<file path="config.mk">
export PLATFORM = sky130hd
export DESIGN_NAME = pcs_40g_tx_sched
export DESIGN_NICKNAME = d
export VERILOG_FILES = /design/src/rtl/pcs_40g_tx_sched.sv
export SDC_FILE = /design/constraint.sdc
export NUM_CORES = 1
export LEC_CHECK = 0
export CORE_MARGIN = 2
export CORE_UTILIZATION = 40
export CTS_CLUSTER_DIAMETER = 40
export CTS_CLUSTER_SIZE = 16
export DETAILED_ROUTE_END_ITERATION = 6
export PLACE_DENSITY_LB_ADDON = 0.12
export RECOVER_POWER = 100
export REMOVE_ABC_BUFFERS = 1
export SYNTH_ARGS = -nofsm -noshare
export SYNTH_HDL_FRONTEND = slang
export SYNTH_SLANG_ARGS = --single-unit
</file>
<file path="constraint.sdc">
create_clock -name clk -period 1.9 [get_ports clk]
set_input_delay 0.285 -clock clk [delete_from_list [all_inputs] [get_ports clk]]
set_output_delay 0.285 -clock clk [all_outputs]
set_load 0.005 [all_outputs]
</file>
<file path="src/rtl/pcs_40g_tx_sched.sv">
// 40GBASE-R PCS TX slot scheduler: picks data, AM or gearbox stall per cycle.
// Optional debug counters and one-hot assertion under PCS_SCHED_DBG_EN.
module pcs_40g_tx_sched #(
  parameter int AM_PERIOD = 16383,
  parameter int GB_PERIOD = 32,
  parameter int AM_CNT_W  = $clog2(AM_PERIOD),
  parameter int GB_CNT_W  = $clog2(GB_PERIOD)
) (
  input  logic clk,
  input  logic nreset,
  input  logic en_i,
  output logic ready_o,
  output logic blk_v_o,
  output logic am_v_o,
  output logic gb_stall_o
`ifdef PCS_SCHED_DBG_EN
  ,
  output logic [31:0] am_sent_o,
  output logic [31:0] gb_slip_o
`endif
);

  localparam logic [1:0] S_INIT  = 2'd0;
  localparam logic [1:0] S_RUN   = 2'd1;
  localparam logic [1:0] S_AM    = 2'd2;
  localparam logic [1:0] S_STALL = 2'd3;

  logic [1:0]          state_q, state_d;
  logic [AM_CNT_W-1:0] am_cnt_q, am_cnt_d;
  logic [GB_CNT_W-1:0] gb_cnt_q, gb_cnt_d;
  logic                am_pend_q, am_pend_d;
  logic                blk_q, am_q, stall_q;
  logic                stall_due, am_wrap, gb_wrap;

  assign am_wrap = am_cnt_q == AM_CNT_W'(AM_PERIOD - 1);
  assign gb_wrap = gb_cnt_q == GB_CNT_W'(GB_PERIOD - 1);

  // gb_cnt only sits at 0 after a block slot if that block wrapped it
  assign stall_due = (state_q == S_RUN || state_q == S_AM) &&
                     gb_cnt_q == '0;

  always_comb begin
    state_d   = S_RUN;
    am_cnt_d  = am_cnt_q;
    gb_cnt_d  = gb_cnt_q;
    am_pend_d = am_pend_q;
    if (state_q == S_INIT)
      state_d = S_AM;
    else if (stall_due)
      state_d = S_STALL;
    else if (am_pend_q)
      state_d = S_AM;
    if (state_d != S_STALL)
      gb_cnt_d = gb_wrap ? '0 : gb_cnt_q + GB_CNT_W'(1);
    if (state_d == S_RUN) begin
      am_cnt_d  = am_wrap ? '0 : am_cnt_q + AM_CNT_W'(1);
      am_pend_d = am_wrap;
    end
    if (state_d == S_AM)
      am_pend_d = 1'b0;
  end

  always_ff @(posedge clk) begin
    if (!nreset) begin
      state_q   <= S_INIT;
      am_cnt_q  <= '0;
      gb_cnt_q  <= '0;
      am_pend_q <= 1'b0;
      blk_q     <= 1'b0;
      am_q      <= 1'b0;
      stall_q   <= 1'b0;
    end else if (en_i) begin
      state_q   <= state_d;
      am_cnt_q  <= am_cnt_d;
      gb_cnt_q  <= gb_cnt_d;
      am_pend_q <= am_pend_d;
      blk_q     <= state_d == S_RUN;
      am_q      <= state_d == S_AM;
      stall_q   <= state_d == S_STALL;
    end else begin
      blk_q     <= 1'b0;
      am_q      <= 1'b0;
      stall_q   <= 1'b0;
    end
  end

  assign ready_o    = blk_q;
  assign blk_v_o    = blk_q;
  assign am_v_o     = am_q;
  assign gb_stall_o = stall_q;

`ifdef PCS_SCHED_DBG_EN
  logic [31:0] am_sent_q, gb_slip_q;

  always_ff @(posedge clk) begin
    if (!nreset) begin
      am_sent_q <= '0;
      gb_slip_q <= '0;
    end else if (en_i) begin
      if (state_d == S_AM && am_sent_q != '1)
        am_sent_q <= am_sent_q + 32'd1;
      if (state_d == S_STALL && gb_slip_q != '1)
        gb_slip_q <= gb_slip_q + 32'd1;
    end
  end

  assign am_sent_o = am_sent_q;
  assign gb_slip_o = gb_slip_q;

  a_onehot: assert property (@(posedge clk)
    $onehot0({blk_q, am_q, stall_q}));
`endif

endmodule

</file>
==> results.py <==
metrics = {
    "setup_path": {
        "cp-end-kind": "flip-flop",
        "worst-endpoint-arrival_ps": 2230,
        "critPathRequiredTime_ps": 2160,
        "r2r_slack_ps": -70,
        "path_class": "flip-flop to flip-flop",
        "regToRegEndpoint": "am_cnt_q[6]$_SDFFE_PN0P_",
        "reg2reg_depth": 7,
        "cp_max_fo": 10,
        "r2r_start": "state_q[0]$_SDFFE_PN0P_",
        "critPathLaunchType": "flip-flop",
    },
    "clock_network": {
        "ctsLongestPathBuffers": 2,
        "cts_max_level": 1,
        "cts_made_buffers": 3,
        "worst_skew_pair.late_latency_ps": 320,
        "cts_hold_buf": 0,
        "clk_pin_slew_ps": 140,
        "cts_tree": "done",
        "numClockSinks": 25,
        "cts.root.buffer_cell": "clkbuf_4",
    },
    "detailed_routing": {
        "avgRoutedWirePerCell_um": 13.3,
        "vias": 1248,
        "wl_um": 3020,
        "drt_first_pass_iters": 4,
        "drt.antenna.violating_nets": 0,
        "drt-initial-drc-count": 85,
        "vias_per_cell": 5.50,
        "drc": 0,
    },
    "finish": {
        "nFillCells": 298,
        "syn_to_final_growth_pct": 36.8,
        "layout_commonest_cell": "buf_4",
        "drive_gt1_share_pct": 29.0,
        "nNetsFinal": 194,
        "antenna_cells": 0,
        "final_cell_mix": "26 x buf_4, 23 x dfxtp_1, 9 x a21oi_1, 9 x nand3_1, 8 x nand2_1",
        "final_cells": 227,
    },
    "power_and_ir_drop": {
        "ir_worst_vdd_mv": 0.303,
        "p_switching_uw": 282,
        "power.density_nw_per_um2": 576,
        "p_sw_share_pct": 27.6,
        "fin_total_pwr_mw": 1.02,
        "p_clk_share_pct": 24.0,
        "p_leak_nw": 0.676,
        "pwr-share-seq_pct": 53.6,
        "power_frac_comb_pct": 22.4,
        "p_int_uw": 738,
    },
    "synthesis": {
        "synth.avg_cell_area_um2": 8.57,
        "synth-edff-count": 0,
        "ys_ff_latch": 25,
        "ys_warn_count": 0,
        "yosysTopAreaCell": "dfxtp_1",
        "syn_inst": 151,
        "synth_ff_type": "dfxtp_1",
        "synth.area.top_cells": "dfxtp_1 39%, ha_1 6.8%, a21oi_1 4.6%",
        "ys_types": 37,
        "async_reset_ff_share_pct": 0,
        "synth-seq-area-share_pct": 38.7,
        "synth_top_area_share_pct": 38.7,
        "synth_area_um2": 1290,
    },
    "run": {
        "max_cap_violations": 0,
    },
    "floorplanning": {
        "ios": 7,
        "start_util_pct": 42.4,
        "core-area_um2": 3050,
        "die_area_um2": 3710,
        "die_h_um": 60.9,
        "die_w_um": 60.9,
        "rows": 20,
    },
    "sta": {
        "tightest_slew_ps": 418,
        "fin_hold_ws_ps": 524,
        "finalCritPeriodShare_pct": 104,
        "timing.final.ws_setup_ps": -68.5,
        "finalHoldViolations": 0,
        "slew_viol_final": 0,
        "maxSlewHeadroom_pct": 72.1,
        "grt_setup_unrepaired": "true",
        "finalSetupViolCount": 8,
        "fin_worst_skew_ps": 5.51,
        "period_needed_ps": 1970,
        "max_freq_mhz": 508,
    },
    "status": {
        "outcome": "complete, but fails checks",
        "violations": "negative setup slack",
    },
    "placement": {
        "post-dp-hpwl_um": 2080,
        "gp_congestion": 0.832,
        "portBuffers": 6,
        "dp_cells": 219,
    },
    "global_routing": {
        "antenna_found_initial": 0,
        "grt_overflow": 0,
        "grt_pass1_wl_um": 4910,
        "first_global_vias": 1090,
        "track_usage_pct": 17.5,
        "grt_max_degree": 23,
    },
    "hold_path": {
        "holdPathStages": 2,
        "worst_hold_path_type": "flip-flop to flip-flop",
        "min_from": "am_cnt_q[12]$_SDFFE_PN0P_",
        "hold-path-endpoint": "am_cnt_q[12]$_SDFFE_PN0P_",
    },
}
routing by layer:
layer	global-route usage, %	wire, um	vias up
met5	0	0	-
met4	5.59	28	0
met3	2.56	77	4
met2	26.9	1420	17
met1	25.3	1500	584
li1	-	-	643
repair_timing:
action                     CTS  global route
resized for setup           11            16
setup endpoints to repair   11            16
setup buffers                0             3
gates cloned                 0             1
pin swaps                    4             6
flip-flops by register name (all words and copies together), names as in the netlist:
| register | cells |
|---|---|
| am_cnt_q | 14 |
| am_pend_q | 1 |
| am_v_o | 1 |
| blk_v_o | 1 |
| gb_cnt_q | 5 |
| gb_stall_o | 1 |
| state_q | 2 |
cell families after synthesis:
family	after synthesis	share of synthesized area [%]
compound gates	38	19.6
fa+ha+maj	7	6.77
buf+inv	16	5.22
flops	25	38.7
mux	2	1.55
simple gates	63	28.1
cell usage after synthesis (4+ instances only):
cell,n
nand4_1,7
o31ai_1,6
inv_1,8
dfxtp_1,25
o21ai_0,5
nor3_1,4
or4_1,6
a21oi_1,12
ha_1,7
nand3_1,10
nor2_1,7
clkbuf_1,4
nand2_1,8
and3_1,4
cell type report:
cell class | count | area, um^2 | area share (%)
multi-input cells | 110 | 841 | 47.5
inverters | 8 | 30.0 | 1.70
well taps | 44 | 55.1 | 3.11
flip-flops and latches | 25 | 503 | 28.4
repair buffers | 36 | 315 | 17.8
clock buffers | 4 | 26.3 | 1.48
critical path, cell delays in order, from the launching register on:
cell     delay [ps]
dfxtp_2         350
inv_2            50
ha_4            150
or2_1           230
a311o_1         340
buf_12          160
or4_1           490
a21oi_1         150
worst max-delay path by stage:
stage | start | end | slack [ps] | depth (start not counted)
2_1_floorplan | state_q[0]$_SDFFE_PN0P_ | am_cnt_q[11]$_SDFFE_PN0P_ | -160 | 6
3_3_place_gp | en_i | am_cnt_q[11]$_SDFFE_PN0P_ | -90 | 6
3_5_place_dp | state_q[0]$_SDFFE_PN0P_ | am_cnt_q[10]$_SDFFE_PN0P_ | -140 | 7
4_1_cts | state_q[0]$_SDFFE_PN0P_ | am_cnt_q[6]$_SDFFE_PN0P_ | -80 | 7
5_1_grt | state_q[1]$_SDFFE_PN0P_ | am_cnt_q[9]$_SDFFE_PN0P_ | -150 | 7
6_report | state_q[0]$_SDFFE_PN0P_ | am_cnt_q[6]$_SDFFE_PN0P_ | -70 | 7
metrics by stage:
stage | setup slack [ps] | utilization, % | area [um^2] | setup TNS (ps)
after floorplan | -159 | - | 1260 | -1050
after global placement | -95.0 | 51.7 | 1580 | -625
after detailed placement | -141 | 51.7 | 1580 | -1020
after CTS | -82.0 | 54.2 | 1650 | -408
after global routing | -153 | 58.0 | 1770 | -1430
final | -68.5 | 58.0 | 1770 | -423
power groups by stage:
stage	registers (mW)	logic, mW	clock network, mW
CTS	0.547	0.195	0.256
detailed placement	0.558	0.171	0
global placement	0.557	0.168	0
floorplan	0.563	0.0770	0
global route	0.550	0.251	0.281
finish	0.547	0.228	0.245
No activity file was read; power rests on OpenSTA's default activity.
